`src/rtl/param_serializer_pkg.sv`:
```
// Shared definitions for the parallel-to-serial converter.
//   DATA_WIDTH_DEF : default word width
//   state_t        : serializer FSM states (IDLE, SHIFT)
//   sel_out_bit    : picks the output-end bit of a word for a given bit order
package serializer_pkg;

    localparam int DATA_WIDTH_DEF = 8;

    typedef enum logic {
        IDLE  = 1'b0,
        SHIFT = 1'b1
    } state_t;

    // Output end is the MSB when serialising MSB-first, else the LSB.
    function automatic logic sel_out_bit(input logic [63:0] word, input logic msb_first,
                                         input int width);
        return msb_first ? word[width-1] : word[0];
    endfunction

endpackage

```
`src/rtl/param_serializer_if.sv`:
```
// Handshake/bus bundle between a word producer and param_serializer.
//   data_in, load, enable, msb_first : producer -> serializer
//   data_out, busy, done             : serializer -> producer
//   parity_out                       : serializer -> producer (PARAM_SERIALIZER_PARITY_EN only)
// Modports: master (producer side), slave (serializer side).
interface param_serializer_if
    import serializer_pkg::*;
#(
    parameter int DATA_WIDTH = DATA_WIDTH_DEF
);
    logic [DATA_WIDTH-1:0] data_in;
    logic                  load;
    logic                  enable;
    logic                  msb_first;
    logic                  data_out;
    logic                  busy;
    logic                  done;
`ifdef PARAM_SERIALIZER_PARITY_EN
    logic                  parity_out;

    modport master (output data_in, load, enable, msb_first,
                    input  data_out, busy, done, parity_out);
    modport slave  (input  data_in, load, enable, msb_first,
                    output data_out, busy, done, parity_out);
`else
    modport master (output data_in, load, enable, msb_first,
                    input  data_out, busy, done);
    modport slave  (input  data_in, load, enable, msb_first,
                    output data_out, busy, done);
`endif
endinterface

```
`src/rtl/param_serializer_parity.sv`:
```
// parity_calc: combinational even-parity (XOR reduction) of a DATA_WIDTH word.
//   data   : input word
//   parity : XOR of all bits of data
// Only instantiated when PARAM_SERIALIZER_PARITY_EN is defined.
module parity_calc #(
    parameter int DATA_WIDTH = 8
) (
    input  logic [DATA_WIDTH-1:0] data,
    output logic                  parity
);
    assign parity = ^data;
endmodule

```
`src/rtl/param_serializer.sv`:
```
// param_serializer: loads a DATA_WIDTH word and shifts it out one bit per
// enabled cycle, LSB- or MSB-first as chosen at load time.
//   clk : rising-edge clock
//   rst : asynchronous active-low reset
//   bus : param_serializer_if.slave (data_in, load, enable, msb_first ->
//         data_out, busy, done [, parity_out])
// Optional feature macro: PARAM_SERIALIZER_PARITY_EN adds bus.parity_out,
// the XOR of the word captured at the last accepted load.
module param_serializer
    import serializer_pkg::*;
#(
    parameter int DATA_WIDTH = DATA_WIDTH_DEF,
    parameter int CNT_WIDTH  = $clog2(DATA_WIDTH)
) (
    input  logic                 clk,
    input  logic                 rst,
    param_serializer_if.slave    bus
);
    localparam logic [CNT_WIDTH-1:0] LAST = CNT_WIDTH'(DATA_WIDTH - 1);

    state_t                 state;
    logic [DATA_WIDTH-1:0]  shift_reg;
    logic [DATA_WIDTH-1:0]  shift_nxt;
    logic [CNT_WIDTH-1:0]   cnt;
    logic                   order;      // captured msb_first
    logic                   data_out_r;
    logic                   done_r;

    // Move the word one position toward its output end; vacated bits fill with 0.
    always_comb begin
        shift_nxt = order ? {shift_reg[DATA_WIDTH-2:0], 1'b0}
                          : {1'b0, shift_reg[DATA_WIDTH-1:1]};
    end

    always_ff @(posedge clk or negedge rst) begin
        if (!rst) begin
            state      <= IDLE;
            shift_reg  <= '0;
            cnt        <= '0;
            order      <= 1'b0;
            data_out_r <= 1'b0;
            done_r     <= 1'b0;
        end else begin
            done_r <= 1'b0;
            case (state)
                IDLE: begin
                    if (bus.load) begin
                        shift_reg  <= bus.data_in;
                        order      <= bus.msb_first;
                        cnt        <= '0;
                        // First bit is visible the cycle after acceptance.
                        data_out_r <= sel_out_bit(64'(bus.data_in), bus.msb_first, DATA_WIDTH);
                        state      <= SHIFT;
                    end
                end
                SHIFT: begin
                    // load is ignored throughout SHIFT, including the last-bit cycle.
                    if (bus.enable) begin
                        if (cnt == LAST) begin
                            state      <= IDLE;
                            cnt        <= '0;
                            data_out_r <= 1'b0;
                            done_r     <= 1'b1;
                        end else begin
                            shift_reg  <= shift_nxt;
                            cnt        <= cnt + CNT_WIDTH'(1);
                            data_out_r <= sel_out_bit(64'(shift_nxt), order, DATA_WIDTH);
                        end
                    end
                end
                default: state <= IDLE;
            endcase
        end
    end

    assign bus.data_out = data_out_r;
    assign bus.busy     = (state == SHIFT);
    assign bus.done     = done_r;

`ifdef PARAM_SERIALIZER_PARITY_EN
    logic parity_w;
    logic parity_r;

    parity_calc #(.DATA_WIDTH(DATA_WIDTH)) u_parity (
        .data   (bus.data_in),
        .parity (parity_w)
    );

    // Parity tracks the accepted word only; held until the next accepted load.
    always_ff @(posedge clk or negedge rst) begin
        if (!rst) begin
            parity_r <= 1'b0;
        end else if (state == IDLE && bus.load) begin
            parity_r <= parity_w;
        end
    end

    assign bus.parity_out = parity_r;
`endif

endmodule

```
`src/flat_wrapper.sv`:
```
// flat-port wrapper written by rule: the top's interface ports become plain ports
module param_serializer_flat import serializer_pkg::*;
#(
    parameter int DATA_WIDTH = DATA_WIDTH_DEF,
    parameter int CNT_WIDTH  = $clog2(DATA_WIDTH)
)
  (clk, rst, bus_data_in, bus_load, bus_enable, bus_msb_first, bus_data_out, bus_busy, bus_done);
  param_serializer_if #(.DATA_WIDTH(DATA_WIDTH)) bus_i ();
  input  logic clk;
  input  logic rst;
  input wire logic [$bits(bus_i.data_in)-1:0] bus_data_in;
  input wire logic [$bits(bus_i.load)-1:0] bus_load;
  input wire logic [$bits(bus_i.enable)-1:0] bus_enable;
  input wire logic [$bits(bus_i.msb_first)-1:0] bus_msb_first;
  output wire logic [$bits(bus_i.data_out)-1:0] bus_data_out;
  output wire logic [$bits(bus_i.busy)-1:0] bus_busy;
  output wire logic [$bits(bus_i.done)-1:0] bus_done;
  assign bus_i.data_in = bus_data_in;
  assign bus_i.load = bus_load;
  assign bus_i.enable = bus_enable;
  assign bus_i.msb_first = bus_msb_first;
  assign bus_data_out = bus_i.data_out;
  assign bus_busy = bus_i.busy;
  assign bus_done = bus_i.done;
  param_serializer #(.DATA_WIDTH(DATA_WIDTH), .CNT_WIDTH(CNT_WIDTH)) u_core (.clk(clk), .rst(rst), .bus(bus_i));
endmodule
```
`config.mk`:
```
export PLATFORM = sky130hd
export DESIGN_NAME = param_serializer_flat
export DESIGN_NICKNAME = d
export VERILOG_FILES = /design/src/rtl/param_serializer_pkg.sv /design/src/rtl/param_serializer_if.sv /design/src/rtl/param_serializer_parity.sv /design/src/rtl/param_serializer.sv /design/src/flat_wrapper.sv
export SDC_FILE = /design/constraint.sdc
export NUM_CORES = 1
export LEC_CHECK = 0
export CORE_UTILIZATION = 55
export CTS_CLUSTER_SIZE = 40
export DETAILED_ROUTE_END_ITERATION = 6
export DONT_BUFFER_PORTS = 1
export PLACE_DENSITY_LB_ADDON = 0.05
export SLEW_MARGIN = 25
export SYNTH_ARGS = -nofsm -noshare
export SYNTH_HDL_FRONTEND = slang
export SYNTH_SLANG_ARGS = --single-unit
```
`constraint.sdc`:
```
create_clock -name clk -period 3.7 [get_ports clk]
set_clock_uncertainty 0.15 [all_clocks]
set_input_delay 0.37 -clock clk [delete_from_list [all_inputs] [get_ports clk]]
set_output_delay 0.37 -clock clk [all_outputs]
set_load 0.1 [all_outputs]
```
==> impl_metrics.tcl, run 1 <==
set metrics [dict create \
    syn_area_per_cell_um2 11.3 \
    whs_ns 0.0409 \
    cts.clk_slew.worst_paths_ns 0.09 \
    fin_tns_setup_ns 0 \
    wl_per_cell_um 17.2 \
    maxCapViolCount 0 \
    place_hpwl_mm 1.13 \
    p_total_mw 0.661 \
    cp-end-kind "primary output" \
    leakagePower_nw 0.424 \
    ys_types 24 \
    worst_pin_slew_ns 0.911 \
    crit_family "flip-flops" \
    critical_path_class "reg2out" \
    synth_seq_area_share_pct 44.7 \
    yosys_warnings 0 \
    start_util_pct 61.4 \
    dpl-instance-area_um2 823 \
    nFillCells 123 \
    p_per_area_nw_per_um2 768 \
    fmax_ghz 0.538 \
    cts_tree "built" \
    yosys.area_share.simple_pct 15.5 \
    cts_sinks 15 \
    nets 92 \
    ant_nets 0 \
    slowest_stage "dfrtp_1" \
    core_area_um2 1370 \
    final_area_um2 861 \
    fin_crit_ns 1.86 \
    cp.arrival_ns 1.34 \
    portBuffers 0 \
    final_cells 90 \
    die_w_um 41.1 \
    synth_xor_area_share_pct 0 \
    start_kind "flip-flop" \
    htreeDepth 1 \
    place_ws_ns 1.85 \
    synth_cells 74 \
    finalSetupViolCount 0 \
    critPathBufInv 1 \
    cp_slowest_stage_delay_ns 0.67 \
    track_usage_pct 22.6 \
    utilization_pct 63.0 \
    multi_input_area_um2 414 \
    cts-root-buf "clkbuf_4" \
    die_height_um 41.1 \
    synth_fa_ha_area_share_pct 4.47 \
    ctsResizeCount 0 \
    synth_top_family_by_area "multiplexers" \
    critical_path_depth 1 \
    crit_fanout 13 \
    setup_ws_ns 1.84 \
    synth_nets 90 \
    finalHoldViolCount 0 \
    top_level_ports 16 \
    relSlewSlack_pct 39.3 \
    grt_pass1_vias 515 \
    cp_data_required_time_ns 3.18 \
    ff2ff_path_depth 5 \
    min_period_over_period_pct 50.2 \
    peakVddDrop_mv 0.334 \
    place.gp.congestion 0.765 \
    first_pass_iters 4 \
    slew_violations 0 \
    synth_mux_area_share_pct 16.2 \
    clock_latency_ns 0.28 \
    status "finished clean" \
    rsz0062_at_grt "no" \
    grt_pass1_wl_mm 2.40 \
    hp-class "in2reg" \
    ff_latch_area_um2 375 \
    holdPathStages 2 \
    wl_mm 1.55 \
    largest_register_ffs 8 \
    drc 0 \
    dieArea_um2 1690 \
    synth_compound_area_share_pct 13.1 \
    antenna_found_initial 0 \
    areaGrowthSynthToFinish_pct 2.53 \
    dp.cells 85 \
    overflow 0 \
    clockBufferDepth 2 \
    crit_chain "buf_4" \
    row_count 13 \
    vias 563 \
    drt_iter0_drc 7 \
    antennaDiodeCount 0 \
    viasPerCell 6.26 \
    cts_buffers 3 \
    synth_area_um2 840 \
    synth_seq_cells 15 \
    grt_max_degree 16 \
    layout-drive-gt1-share_pct 16.0 \
]
[metal layers]
layer | wire length (um) | vias up | track usage [%]
li1 | - | 275 | -
met1 | 771 | 273 | 33.2
met2 | 689 | 13 | 30.5
met3 | 68 | 2 | 5.43
met4 | 15 | 0 | 10.0
met5 | 0 | - | 0
[cell usage in the layout, fill, tap and decap left out, drive strengths merged, types with 2 or more instances in the layout]
master,netlist,routed
dfrtp,15,15
mux2i,11,11
nor2,9,9
a221o,6,6
nand2,4,4
o21ai,3,3
ha,3,3
clkbuf,1,3
nand2b,2,2
nand3,2,2
a22o,2,2
inv,2,2
nor2b,2,2
nand3b,2,2
mux2,2,2
[what timing repair did]
action | CTS | global route
hold buffers | 1 | 0
hold endpoints to repair | 15 | 0
setup buffers | 0 | 0
[logic make-up after synthesis]
| group | after synthesis |
|---|---|
| flip-flops | 15 |
| buffers and inverters | 7 |
| adder cells (fa/ha/maj) | 3 |
| multiplexers | 13 |
| AND/OR/NAND/NOR | 23 |
| AO/OA/AOI/OAI | 13 |
[synth_stat cells]
cell,count,area (um2)
mux2i_1,11,110
a22o_1,2,17.5
nor2b_2,1,8.76
mux2_4,1,15.0
buf_2,1,5.00
ha_1,3,37.5
o21ai_0,3,15.0
dfrtp_1,15,375
nor2b_1,1,6.26
mux2_2,1,11.3
nand2b_1,2,12.5
nand3b_1,1,7.51
and3_2,1,7.51
nand3_1,2,10.0
buf_6,3,33.8
nand2_1,4,15.0
a221o_1,6,60.1
o32ai_1,1,8.76
clkbuf_1,1,3.75
nand3b_4,1,20.0
and2_4,1,8.76
a31o_2,1,8.76
nor2_1,9,33.8
inv_1,2,7.51
[layout make-up]
| type | instances | share of cell area, % |
|---|---|---|
| multi-input cells | 52 | 48.1 |
| flip-flops and latches | 15 | 43.6 |
| clock buffers | 3 | 2.62 |
| well taps | 15 | 2.18 |
| repair buffers | 2 | 2.03 |
| inverters | 2 | 0.872 |
| clock inverters | 1 | 0.581 |
[where the power goes]
part | total [mW] | internal, mW | leakage (nW) | switching, mW
registers | 0.335 | 0.223 | 0.192 | 0.112
clock network | 0.0917 | 0.0401 | 0.0177 | 0.0516
logic | 0.234 | 0.129 | 0.214 | 0.105
total | 0.661 | 0.392 | 0.424 | 0.269
[worst paths after layout]
| path | start | to | slack, ns |
|---|---|---|---|
| worst max register to register | u_core.cnt[0]$_DFFE_PN0P_ | u_core.shift_reg[5]$_DFFE_PN0P_ | 1.86 |
| worst max-delay path | u_core.bus.busy$_DFF_PN0_ | bus_busy | 1.84 |
| worst min register to register | u_core.shift_reg[0]$_DFFE_PN0P_ | u_core.shift_reg[0]$_DFFE_PN0P_ | 0.39 |
| max in group asynchronous | rst | u_core.shift_reg[4]$_DFFE_PN0P_ | 2.56 |
| worst min-delay path | bus_msb_first | u_core.order$_DFFE_PN0P_ | 0.04 |
| min in group asynchronous | rst | u_core.order$_DFFE_PN0P_ | 0.41 |
No activity file was read; power rests on OpenSTA's default activity.
==> run 2: changes to the inputs <==
- clock period: 3.7 -> 1.79 ns (I/O delays scaled with it)
==> run 2 against run 1 <==
Net effect:
- routed wire length is 8.7% higher
- critical path depth up 4
- cell count is 16% higher
- global-route usage grew 1.1 points
- final area is 15% higher
- via count is 11% higher
- register-to-register slack lost 1.8 ns
- utilization rose by 9.7 points
- largest cell class unchanged
- critical endpoint is now u_core.shift_reg[1]$_DFFE_PN0P_
==> impl_metrics.tcl, run 2 (synthesis results as in run 1) <==
set metrics [dict create \
    portBuffers 0 \
    cp-end-kind "flip-flop" \
    whs_ns 0.0198 \
    viasPerCell 6.01 \
    worstSetupStartpoint "u_core.cnt[0]$_DFFE_PN0P_" \
    cts_sinks 15 \
    grt_pass1_wl_mm 2.52 \
    hp-class "in2reg" \
    die_w_um 41.1 \
    cp_data_required_time_ns 1.80 \
    worstReg2RegStart "u_core.cnt[0]$_DFFE_PN0P_" \
    grt_max_degree 16 \
    worst_pin_slew_ns 0.672 \
    slew_violations 0 \
    drt_iter0_drc 14 \
    overflow 0 \
    cts_buffers 3 \
    top_level_ports 16 \
    row_count 13 \
    fin_tns_setup_ns 0 \
    dp.cells 89 \
    status "finished clean" \
    critical_path_class "reg2reg" \
    nFillCells 113 \
    place_hpwl_mm 1.10 \
    relSlewSlack_pct 55.0 \
    drc 0 \
    min-delay-start "bus_enable" \
    cts-root-buf "clkbuf_4" \
    vias 625 \
    postCtsSetupRepairBufs 0 \
    fin_crit_ns 1.71 \
    start_kind "flip-flop" \
    ff_latch_area_um2 377 \
    maxCapViolCount 0 \
    p_per_area_nw_per_um2 1440 \
    final_common_cell "dfrtp_1" \
    first_pass_iters 4 \
    track_usage_pct 23.7 \
    min_period_over_period_pct 95.3 \
    layout-drive-gt1-share_pct 19.1 \
    peakVddDrop_mv 0.707 \
    antenna_found_initial 0 \
    multi_input_area_um2 417 \
    final_cells 104 \
    wl_mm 1.68 \
    clock_latency_ns 0.28 \
    antennaDiodeCount 0 \
    nets 106 \
    start_util_pct 61.4 \
    place.gp.congestion 0.774 \
    ant_nets 0 \
    grt_pass1_vias 568 \
    cts.clk_slew.worst_paths_ns 0.09 \
    core_area_um2 1370 \
    finalSetupViolCount 0 \
    layout_common_cells "14 x dfrtp_1, 11 x mux2i_1, 11 x dlygate4sd3_1" \
    fmax_ghz 0.586 \
    cp.arrival_ns 1.72 \
    finalHoldViolCount 0 \
    leakagePower_nw 0.480 \
    crit_fanout 8 \
    die_height_um 41.1 \
    rsz0062_at_grt "no" \
    cts_tree "built" \
    utilization_pct 72.7 \
    clockBufferDepth 2 \
    areaGrowthSynthToFinish_pct 18.3 \
    wl_per_cell_um 16.1 \
    htreeDepth 1 \
    dieArea_um2 1690 \
    largest_register_ffs 8 \
]
## run 2: critical path: stages, from the launching register on
cell	delay (ns)
dfrtp_1	0.42
ha_2	0.21
ha_1	0.19
nand3b_4	0.15
and2_4	0.17
a221o_1	0.30
## run 2: layout make-up
| cell class | instances | area share (%) |
|---|---|---|
| Clock buffer | 4 | 2.64 |
| Tap cell | 15 | 1.89 |
| Timing Repair Buffer | 16 | 14.9 |
| Multi-Input combinational cell | 52 | 41.9 |
| Inverter | 2 | 0.756 |
| Sequential cell | 15 | 37.9 |
## run 2: per-stage QoR
stage	worst slack (ns)	power, mW	instance area [um2]
after floorplan	0.0195	1.10	843
after global placement	0.140	1.19	857
after detailed placement	0.123	1.21	857
after CTS	0.0983	1.44	993
after global routing	0.0358	1.53	993
final	0.0834	1.43	993
## run 2: final timing paths
path                                                   endpoint  slack, ns  depth (start not counted)
max in group asynchronous             u_core.bus.busy$_DFF_PN0_       0.81                          1
worst min-delay path                  u_core.cnt[2]$_DFFE_PN0P_       0.02                          2
worst max register to register  u_core.shift_reg[1]$_DFFE_PN0P_       0.08                          5
worst max-delay path            u_core.shift_reg[1]$_DFFE_PN0P_       0.08                          5
worst min register to register  u_core.shift_reg[0]$_DFFE_PN0P_       0.37                          2
min in group asynchronous              u_core.order$_DFFE_PN0P_       0.21                          1
## run 2: metal layers
metal	vias to the layer above	share of wire, %	GRT usage [%]
li1	298	-	-
met1	310	53	35.2
met2	13	42	32.8
met3	4	3.0	4.89
met4	0	1.1	10.0
met5	-	0	0
## run 2: repair_timing
action / CTS / global route
hold buffers: 11 / 0
endpoints found under the hold margin: 27 / 0
resized for setup: 0 / 0
## run 2: where the power goes
part	switching (mW)	internal, mW
clock network	0.109	0.0865
registers	0.150	0.463
logic	0.315	0.310
==> run 3: changes to the inputs <==
- CTS_BUF_LIST: not set -> sky130_fd_sc_hd__clkbuf_8
- CTS_CLUSTER_DIAMETER: not set -> 200
- clock period: 1.79 -> 1.6 ns (I/O delays scaled with it)
==> run 3 against run 2 <==
Net effect:
- combinational power increased by 28%
- hold slack about the same
- sequential power increased by 16%
- the flow now finishes with violations (setup timing)
- global-route usage increased by 2.6 points
- utilization increased by 5.6 points
==> impl_metrics.tcl, run 3 (synthesis results as in run 1) <==
set metrics [dict create \
    ant_nets 0 \
    cp_data_required_time_ns 1.58 \
    ff2ff_path_depth 5 \
    min_period_over_period_pct 103 \
    row_count 13 \
    wl_mm 1.81 \
    dieArea_um2 1690 \
    antenna_found_initial 0 \
    relSlewSlack_pct 57.8 \
    areaGrowthSynthToFinish_pct 27.4 \
    cts-root-buf "clkbuf_8" \
    crit_family "flip-flops" \
    timing.rr.end "u_core.shift_reg[5]$_DFFE_PN0P_" \
    cts_buffers 3 \
    multi_input_area_um2 442 \
    setup_ws_ns -0.0535 \
    crit_chain "ha_4 > ha_4 > nand3b_4 > and2_4 > a221o_1" \
    min-delay-start "bus_enable" \
    slew_violations 0 \
    cts_sinks 15 \
    clock_latency_ns 0.25 \
    fmax_ghz 0.605 \
    status "finished with violations" \
    slowest_stage "dfrtp_1" \
    violations "setup timing" \
    core_area_um2 1370 \
    start_kind "flip-flop" \
    top_level_ports 16 \
    grt_max_degree 16 \
    start_util_pct 61.4 \
    place.gp.congestion 0.792 \
    finalSetupViolCount 7 \
    ff_latch_area_um2 379 \
    grt_pass1_wl_mm 2.72 \
    grt_pass1_vias 584 \
    whs_ns 0.0195 \
    cp-end-kind "flip-flop" \
    overflow 0 \
    track_usage_pct 26.3 \
    viasPerCell 5.80 \
    critical_path_depth 5 \
    cp.arrival_ns 1.63 \
    p_per_area_nw_per_um2 1680 \
    critical_path_class "reg2reg" \
    largest_register_ffs 8 \
    hp-class "in2reg" \
    r2r_setup_slack_ns -0.05 \
    wl_per_cell_um 16.8 \
    portBuffers 0 \
    peakVddDrop_mv 1.04 \
    holdPathEnd "u_core.cnt[0]$_DFFE_PN0P_" \
    layout_common_cells "14 x dfrtp_1, 11 x mux2i_1, 11 x dlygate4sd3_1" \
    nFillCells 92 \
    antennaDiodeCount 0 \
    worst_pin_slew_ns 0.631 \
    fin_crit_ns 1.65 \
    first_pass_iters 4 \
    drc 0 \
    clockBufferDepth 2 \
    layout-drive-gt1-share_pct 24.7 \
    maxCapViolCount 0 \
    die_height_um 41.1 \
    final_common_cell "dfrtp_1" \
    p_total_mw 1.80 \
    htreeDepth 1 \
    cts_tree "built" \
    drt_iter0_drc 17 \
    leakagePower_nw 0.510 \
    utilization_pct 78.3 \
    place_hpwl_mm 1.15 \
    path_common_cell "ha_4" \
    nets 110 \
    vias 626 \
    holdPathStages 2 \
    worstSetupStartpoint "u_core.cnt[0]$_DFFE_PN0P_" \
    crit_fanout 8 \
    rsz0062_at_grt "yes" \
    worstReg2RegStart "u_core.cnt[0]$_DFFE_PN0P_" \
    die_w_um 41.1 \
    cp_slowest_stage_delay_ns 0.42 \
    cts.clk_slew.worst_paths_ns 0.05 \
    critPathBufInv 0 \
    finalHoldViolCount 0 \
]
[run 3: through the flow]
stage | cells | worst slack [ns] | setup TNS, ns | area [um2]
floorplan | 74 | -0.131 | -0.892 | 858
global placement | 92 | 0.00413 | 0 | 895
detailed placement | 92 | -0.0291 | -0.188 | 895
CTS | 107 | -0.0434 | -0.240 | 1050
global route | 108 | -0.103 | -0.576 | 1070
finish | 108 | -0.0535 | -0.271 | 1070
[run 3: worst reg2reg max path, cell delays in order, from the launching register on]
cell,delay [ns]
dfrtp_1,0.42
ha_4,0.19
ha_4,0.15
nand3b_4,0.14
and2_4,0.18
a221o_1,0.31
[run 3: how the worst max path moves through the flow]
stage and end:
3_5_place_dp u_core.shift_reg[7]$_DFFE_PN0P_, 3_3_place_gp u_core.shift_reg[7]$_DFFE_PN0P_, 5_1_grt u_core.shift_reg[5]$_DFFE_PN0P_, 2_1_floorplan u_core.shift_reg[7]$_DFFE_PN0P_, 4_1_cts u_core.shift_reg[7]$_DFFE_PN0P_, 6_report u_core.shift_reg[5]$_DFFE_PN0P_
[run 3: cell type report]
type	instances	share of cell area (%)
clock buffers	3	3.86
clock inverters	1	0.351
inverters	2	0.702
flip-flops and latches	15	35.4
multi-input cells	52	41.3
repair buffers	20	16.6
well taps	15	1.75
[run 3: repair_timing]
item / 4_1_cts / 5_1_grt
hold buffers: 11 / 0
pin swaps: 1 / 1
setup buffers: 0 / 1
resized for setup: 0 / 3
hold endpoints to repair: 27 / 0
endpoints found under the setup margin: 7 / 7
[run 3: layer usage]
metal  GRT usage (%)  up-vias  part of all wire (%)
li1                -      303                     -
met1            34.2      307                    47
met2            41.4       13                    47
met3            8.70        3                   4.3
met4            6.67        0                   1.0
met5               0        -                     0
[run 3: where the power goes]
| group | switching, mW | total (mW) | internal (mW) |
|---|---|---|---|
| Clock | 0.123 | 0.293 | 0.170 |
| Combinational | 0.383 | 0.799 | 0.416 |
| Sequential | 0.187 | 0.709 | 0.523 |
